[config.mk]
export PLATFORM = sky130hd
export DESIGN_NAME = shift_piso
export DESIGN_NICKNAME = d
export VERILOG_FILES = /design/src/rtl/shift_piso.sv
export SDC_FILE = /design/constraint.sdc
export NUM_CORES = 1
export LEC_CHECK = 0
export CELL_PAD_IN_SITES_DETAIL_PLACEMENT = 1
export CELL_PAD_IN_SITES_GLOBAL_PLACEMENT = 1
export CORE_MARGIN = 2
export CORE_UTILIZATION = 25
export CTS_CLUSTER_SIZE = 40
export DETAILED_ROUTE_END_ITERATION = 10
export PLACE_DENSITY = 0.64
export SETUP_SLACK_MARGIN = 0.05
export SYNTH_ARGS = -nofsm -noshare
export SYNTH_HDL_FRONTEND = slang
export SYNTH_SLANG_ARGS = --single-unit
[constraint.sdc]
create_clock -name clk -period 1.8 [get_ports clk]
set_input_delay 0.54 -clock clk [delete_from_list [all_inputs] [get_ports clk]]
set_output_delay 0.54 -clock clk [all_outputs]
set_load 0.01 [all_outputs]
[src/rtl/shift_piso.sv]
// Parallel-in/serial-out shift register with a frame sequencer and seamless streaming.
// Optional feature macro: SHIFT_ROTATE_EN (adds the rotate input and the hold register).
module shift_piso #(
    parameter int WIDTH     = 7,
    parameter bit MSB_FIRST = 1'b1
) (
    input  logic             clk,
    input  logic             rst,
    input  logic             start,
    input  logic [WIDTH-1:0] datain,
`ifdef SHIFT_ROTATE_EN
    input  logic             rotate,
`endif
    output logic             dataout,
    output logic             busy,
    output logic             done
);

    localparam int             CW   = $clog2(WIDTH + 1);
    localparam logic [CW-1:0]  LAST = CW'(WIDTH);

    typedef enum logic {IDLE, SHIFT} state_t;

    state_t           state, state_d;
    logic [WIDTH-1:0] sreg, sreg_d;
    logic [CW-1:0]    cnt, cnt_d;
    logic             dout_d;
    logic             done_d;
    logic             load;
    logic [WIDTH-1:0] src;
`ifdef SHIFT_ROTATE_EN
    logic [WIDTH-1:0] hold, hold_d;
`endif

    function automatic logic first_bit(input logic [WIDTH-1:0] w);
        return MSB_FIRST ? w[WIDTH-1] : w[0];
    endfunction

    // Drop the bit that just went onto the line; the vacated end fills with 0.
    function automatic logic [WIDTH-1:0] advance(input logic [WIDTH-1:0] w);
        return MSB_FIRST ? (w << 1) : (w >> 1);
    endfunction

    always_comb begin
        state_d = state;
        sreg_d  = sreg;
        cnt_d   = cnt;
        dout_d  = dataout;
        done_d  = 1'b0;
        load    = 1'b0;
        src     = datain;
`ifdef SHIFT_ROTATE_EN
        hold_d  = hold;
`endif
        case (state)
            IDLE: begin
                if (start) begin
                    load = 1'b1;
                end
            end
            SHIFT: begin
                if (cnt != LAST) begin
                    dout_d = first_bit(sreg);
                    sreg_d = advance(sreg);
                    cnt_d  = cnt + 1'b1;
                end else begin
                    // Last bit is already on the line: close the frame.
                    done_d = 1'b1;
                    if (start) begin
                        load = 1'b1;
`ifdef SHIFT_ROTATE_EN
                    end else if (rotate) begin
                        load = 1'b1;
                        src  = hold;
`endif
                    end else begin
                        state_d = IDLE;
                        dout_d  = 1'b0;
                        cnt_d   = '0;
                    end
                end
            end
            default: begin
                state_d = IDLE;
                dout_d  = 1'b0;
                cnt_d   = '0;
            end
        endcase

        if (load) begin
            state_d = SHIFT;
            dout_d  = first_bit(src);
            sreg_d  = advance(src);
            cnt_d   = CW'(1);
`ifdef SHIFT_ROTATE_EN
            if (src == datain && start) begin
                hold_d = datain;
            end
`endif
        end
    end

    always_ff @(posedge clk or negedge rst) begin
        if (!rst) begin
            state   <= IDLE;
            sreg    <= '0;
            cnt     <= '0;
            dataout <= 1'b0;
            done    <= 1'b0;
`ifdef SHIFT_ROTATE_EN
            hold    <= '0;
`endif
        end else begin
            state   <= state_d;
            sreg    <= sreg_d;
            cnt     <= cnt_d;
            dataout <= dout_d;
            done    <= done_d;
`ifdef SHIFT_ROTATE_EN
            hold    <= hold_d;
`endif
        end
    end

    assign busy = (state == SHIFT);

endmodule

; ---- Word level (Yosys, flattened, before mapping)
; Index checks and enable logic that the tools add are counted.
; Widths: inputs -> output; s select.
[op_classes]
addsub = 1
eq_ne = 2
mux = 19
n_bitwise = 1
n_reduce_logical = 4
[op_table]
columns = op, n
row1 = $mux 7, 3
row2 = $mux 3, 4
row3 = $mux 1, 11
row4 = $reduce_and 2->1, 2
row5 = $reduce_bool 2->1, 2
row6 = $add 3x1->3 const B, 1
row7 = $ne 3x1->1 const B, 1
row8 = $ne 3x3->1 const B, 1
row9 = $pmux 1 s2, 1
row10 = $not 1->1, 1
[word_totals]
reg_bits = 13
in_bits = 10
output_inout_bits = 3

; ---- Logic depth before layout (Yosys ltp)
[depth]
depth_word = 5
depth_mapped = 5
mapped_depth_nobuf = 4

; ---- Least setup slack after synthesis
; Ideal clock, no wire load.
[synth_path]
path_type = reg-to-reg
startpoint = register cnt[0]
endpoint = register sreg[2]
t_arrival_ns = 1.386
setup_slack_ns = 0.286
stages_incl_launch_ff = 6
path_buffers = 1
synth_period_minus_slack_ns = 1.514
path_cell_list = dfrtp_1 -> ha_1 -> ha_1 -> nand2b_1 -> buf_2 -> mux2_1
[synth_via]
elab_chain_cells = 5
word_cells_on_any_way = 7
classes_between = eq/ne (1) / mux (3) / reduce/logical (3)
[synth_rtl]
columns = item, line_no
row1 = "start, declared", 26  ; logic [CW-1:0] cnt, cnt_d;
row2 = "start signal, assigned", 116  ; cnt <= cnt_d;
row3 = $ne 3x3->1 *, 62  ; if (cnt != LAST) begin
row4 = $mux 1, 62
row5 = $pmux 1 s2, 55  ; case (state)
row6 = $reduce_bool 2->1 (no source line), -
row7 = $reduce_and 2->1 (no source line), -
row8 = "end signal, assigned", 115  ; sreg <= sreg_d;
row9 = "end, declared", 25  ; logic [WIDTH-1:0] sreg, sreg_d;
; Every way passes the cells marked *; elsewhere a longest branch is shown, timed or not.
; A chain may end at the register's enable or synchronous reset.

; ---- Worst setup path in the final report
[layout_path]
startpoint = register state (netlist: busy)
endpoint = output port busy
[layout_lines]
columns = item, line_no
row1 = "start, declared", 24  ; state_t state, state_d;
row2 = "start signal, assigned", 114  ; state <= state_d;
row3 = "end, declared", 15  ; output logic busy,
; No word-level cell between the ends.

==> run metrics <==
crit path kind flip-flop to primary output; Worst-Margin Slew 0.385 ns; register bit count reported by yosys 12; final core occ 36.2%; Final Setup Violations 0; Cell Int Power 739 uW; Via density 4.51; count of nets after finishing 78; Clk pwr share 15.3%; Psw 316 uW; fmax 589 MHz; first-pass GRT wire length 1.88 mm; relative slew slack 74.3%; GR Util All Layers 9.70%; largest net degree at the start of global routing 13; final wirelength 1.12 mm; post-route clock skew 0.000391 ns; critical path's slowest cell clkdlybuf4s50_1; final cell count without fillers 92; Synth Instances 44; worst hold path type flip-flop to flip-flop; Pwr per Cell Area 1300 mW/mm^2; cell with the most instances after synthesis dfrtp_1; Final Hold Viols 0; Leak Pwr 0.000379 uW; P&R area growth vs syn 36.2%; initial core utilization 26.6%; total CTS buffers 3; sw frac 30.0%; Worst-Skew Late Latency 0.27 ns; number of synthesized flops with an enable pin 0; status finished, final reports clean; IO Port Bufs 12; share of layout cells above drive strength 1 31.3%; DIE WIDTH 52.8 um; GR Overflow Total 0; Placeable Area 0.00223 mm^2; first-iteration detailed-routing DRC count 3; CTS H-tree depth 1; crit start category flip-flop; Std-Cell Rows 17; WP data required 1.26 ns; Root Driver clkbuf_4; Tcrit/Tclk final 94.3%; post-synth top area cell dfrtp_1; worst vdd ir 0.516 mV; Ports 13; Mean Syn Cell Area 13.5 um^2; Final Critical Period 1.70 ns; cell family with most CP delay buffers and inverters; antenna violations before repair 0; CP Buf/Inv Count 1; CTS tree done; die area 0.00278 mm^2; Antenna Nets Post-Route 0; syn_nets 56; detailed-placement wirelength estimate 813 um; RSZ-0062 raised after global routing no; HP Start sreg[1]; Yosys top cell area share 50.5%; ant diodes 0; sequential fraction of the synthesis area 50.5%; Max clock buf depth 2; top cells by count, synth dfrtp_1 (12), mux2_2 (4), mux2_4 (4); wire per inst 12.2 um; final slew viol count 0; Worst Path Arrival 1.16 ns; placer's final routability congestion estimate 0.672; top post-synthesis cells by area dfrtp_1 (51%), mux2_4 (10%), mux2_2 (7.6%); R2R Path Start cnt[0]; total chip power 1050 uW; placed insts 88; top_reg_cell synth dfrtp_1; critical path peak fanout 2; router iterations before antenna repair 4; max_cap viols 0; CP cell instances clkdlybuf4s50_1; crit end category primary output; Syn Std Cell Area 594 um^2; Sequential Power Share 41.1%; vias in the first global route 412; CTS Sinks 12; Die Span Y 52.8 um; async set-or-reset flop fraction in the synthesized netlist 100%; Gate power share 43.5%; DRC errors left 0; Min Hold Slack 0.485 ns; Yosys warnings 0; CP max stage delay 0.53 ns; Crit. Startpoint busy; Netlist cell types 20; via count 415; clk slew on worst S/H paths 0.07 ns
[stage by stage]
| stage | TNS [ns] | cell area, um^2 | setup slack (ns) |
|---|---|---|---|
| finish | 0 | 810 | 0.102 |
| global route | 0 | 810 | 0.0621 |
| CTS | 0 | 810 | 0.0809 |
| detailed placement | -0.461 | 778 | -0.113 |
| global placement | -0.388 | 778 | -0.0978 |
| floorplan | 0 | 594 | 0.286 |
[registers in the layout (all words and copies together), names as in the netlist]
register	cells
busy	1
cnt	3
dataout	1
done	1
sreg	6
[final timing paths]
path                       depth (start not counted)  slack (ns)  endpoint
max                                                1        0.10      busy
min                                                1        0.49   sreg[2]
max reg2reg                                        4        0.18   sreg[6]
min reg2reg                                        1        0.49   sreg[2]
max in group asynchronous                          2        1.06      busy
min in group asynchronous                          2        0.57   sreg[1]
[layer usage]
metal | track usage [%] | part of all wire [%] | vias to the layer above
met2 | 13.5 | 42 | 15
met5 | 0 | 0 | -
met4 | 2.56 | 0 | 0
met3 | 5.43 | 8.5 | 0
met1 | 12.7 | 49 | 202
li1 | - | - | 198
[logic make-up (layout without fill, tap and decap cells)]
group	Yosys count	in the layout	synth area share (%)
AND/OR/NAND/NOR	9	9	8.84
flip-flops	12	12	50.5
buffers and inverters	4	24	4.00
AO/OA/AOI/OAI	5	5	7.37
multiplexers	12	12	25.1
adder cells (fa/ha/maj)	2	2	4.21
[final cells by class]
cell class	instances	area [um^2]
fill	250	1420
sequential	12	302
multi-input combinational	28	270
timing repair buffer	19	173
tap	28	35.0
clock buffer	3	22.5
inverter	2	7.51
[repair_timing]
| action | CTS | global route |
|---|---|---|
| endpoints found under the setup margin | 1 | 0 |
| hold buffers | 0 | 0 |
| gates resized for setup | 1 | 0 |
| setup buffers | 1 | 0 |
[power by group through the flow]
stage	clock network, uW	registers, uW	logic [uW]
after global placement	0	446	425
final	161	434	459
after floorplan	0	440	292
after CTS	172	436	466
after detailed placement	0	449	444
after global routing	181	449	505
[layout by cell type, fill, tap and decap left out]
master / n
o21bai_1: 1
a32o_1: 2
dfrtp_1: 11
dfrtp_2: 1
mux2i_1: 1
nand2b_1: 1
nor2b_1: 2
nand2_1: 1
buf_4: 7
nand2b_2: 1
nand3_1: 1
and2_1: 2
inv_1: 2
o221ai_1: 1
clkbuf_4: 3
clkdlybuf4s50_1: 12
o31ai_1: 1
mux2_1: 3
mux2_2: 4
nor2_1: 1
mux2_4: 4
ha_1: 2
Note: power is estimated with default switching activity, not from simulation.
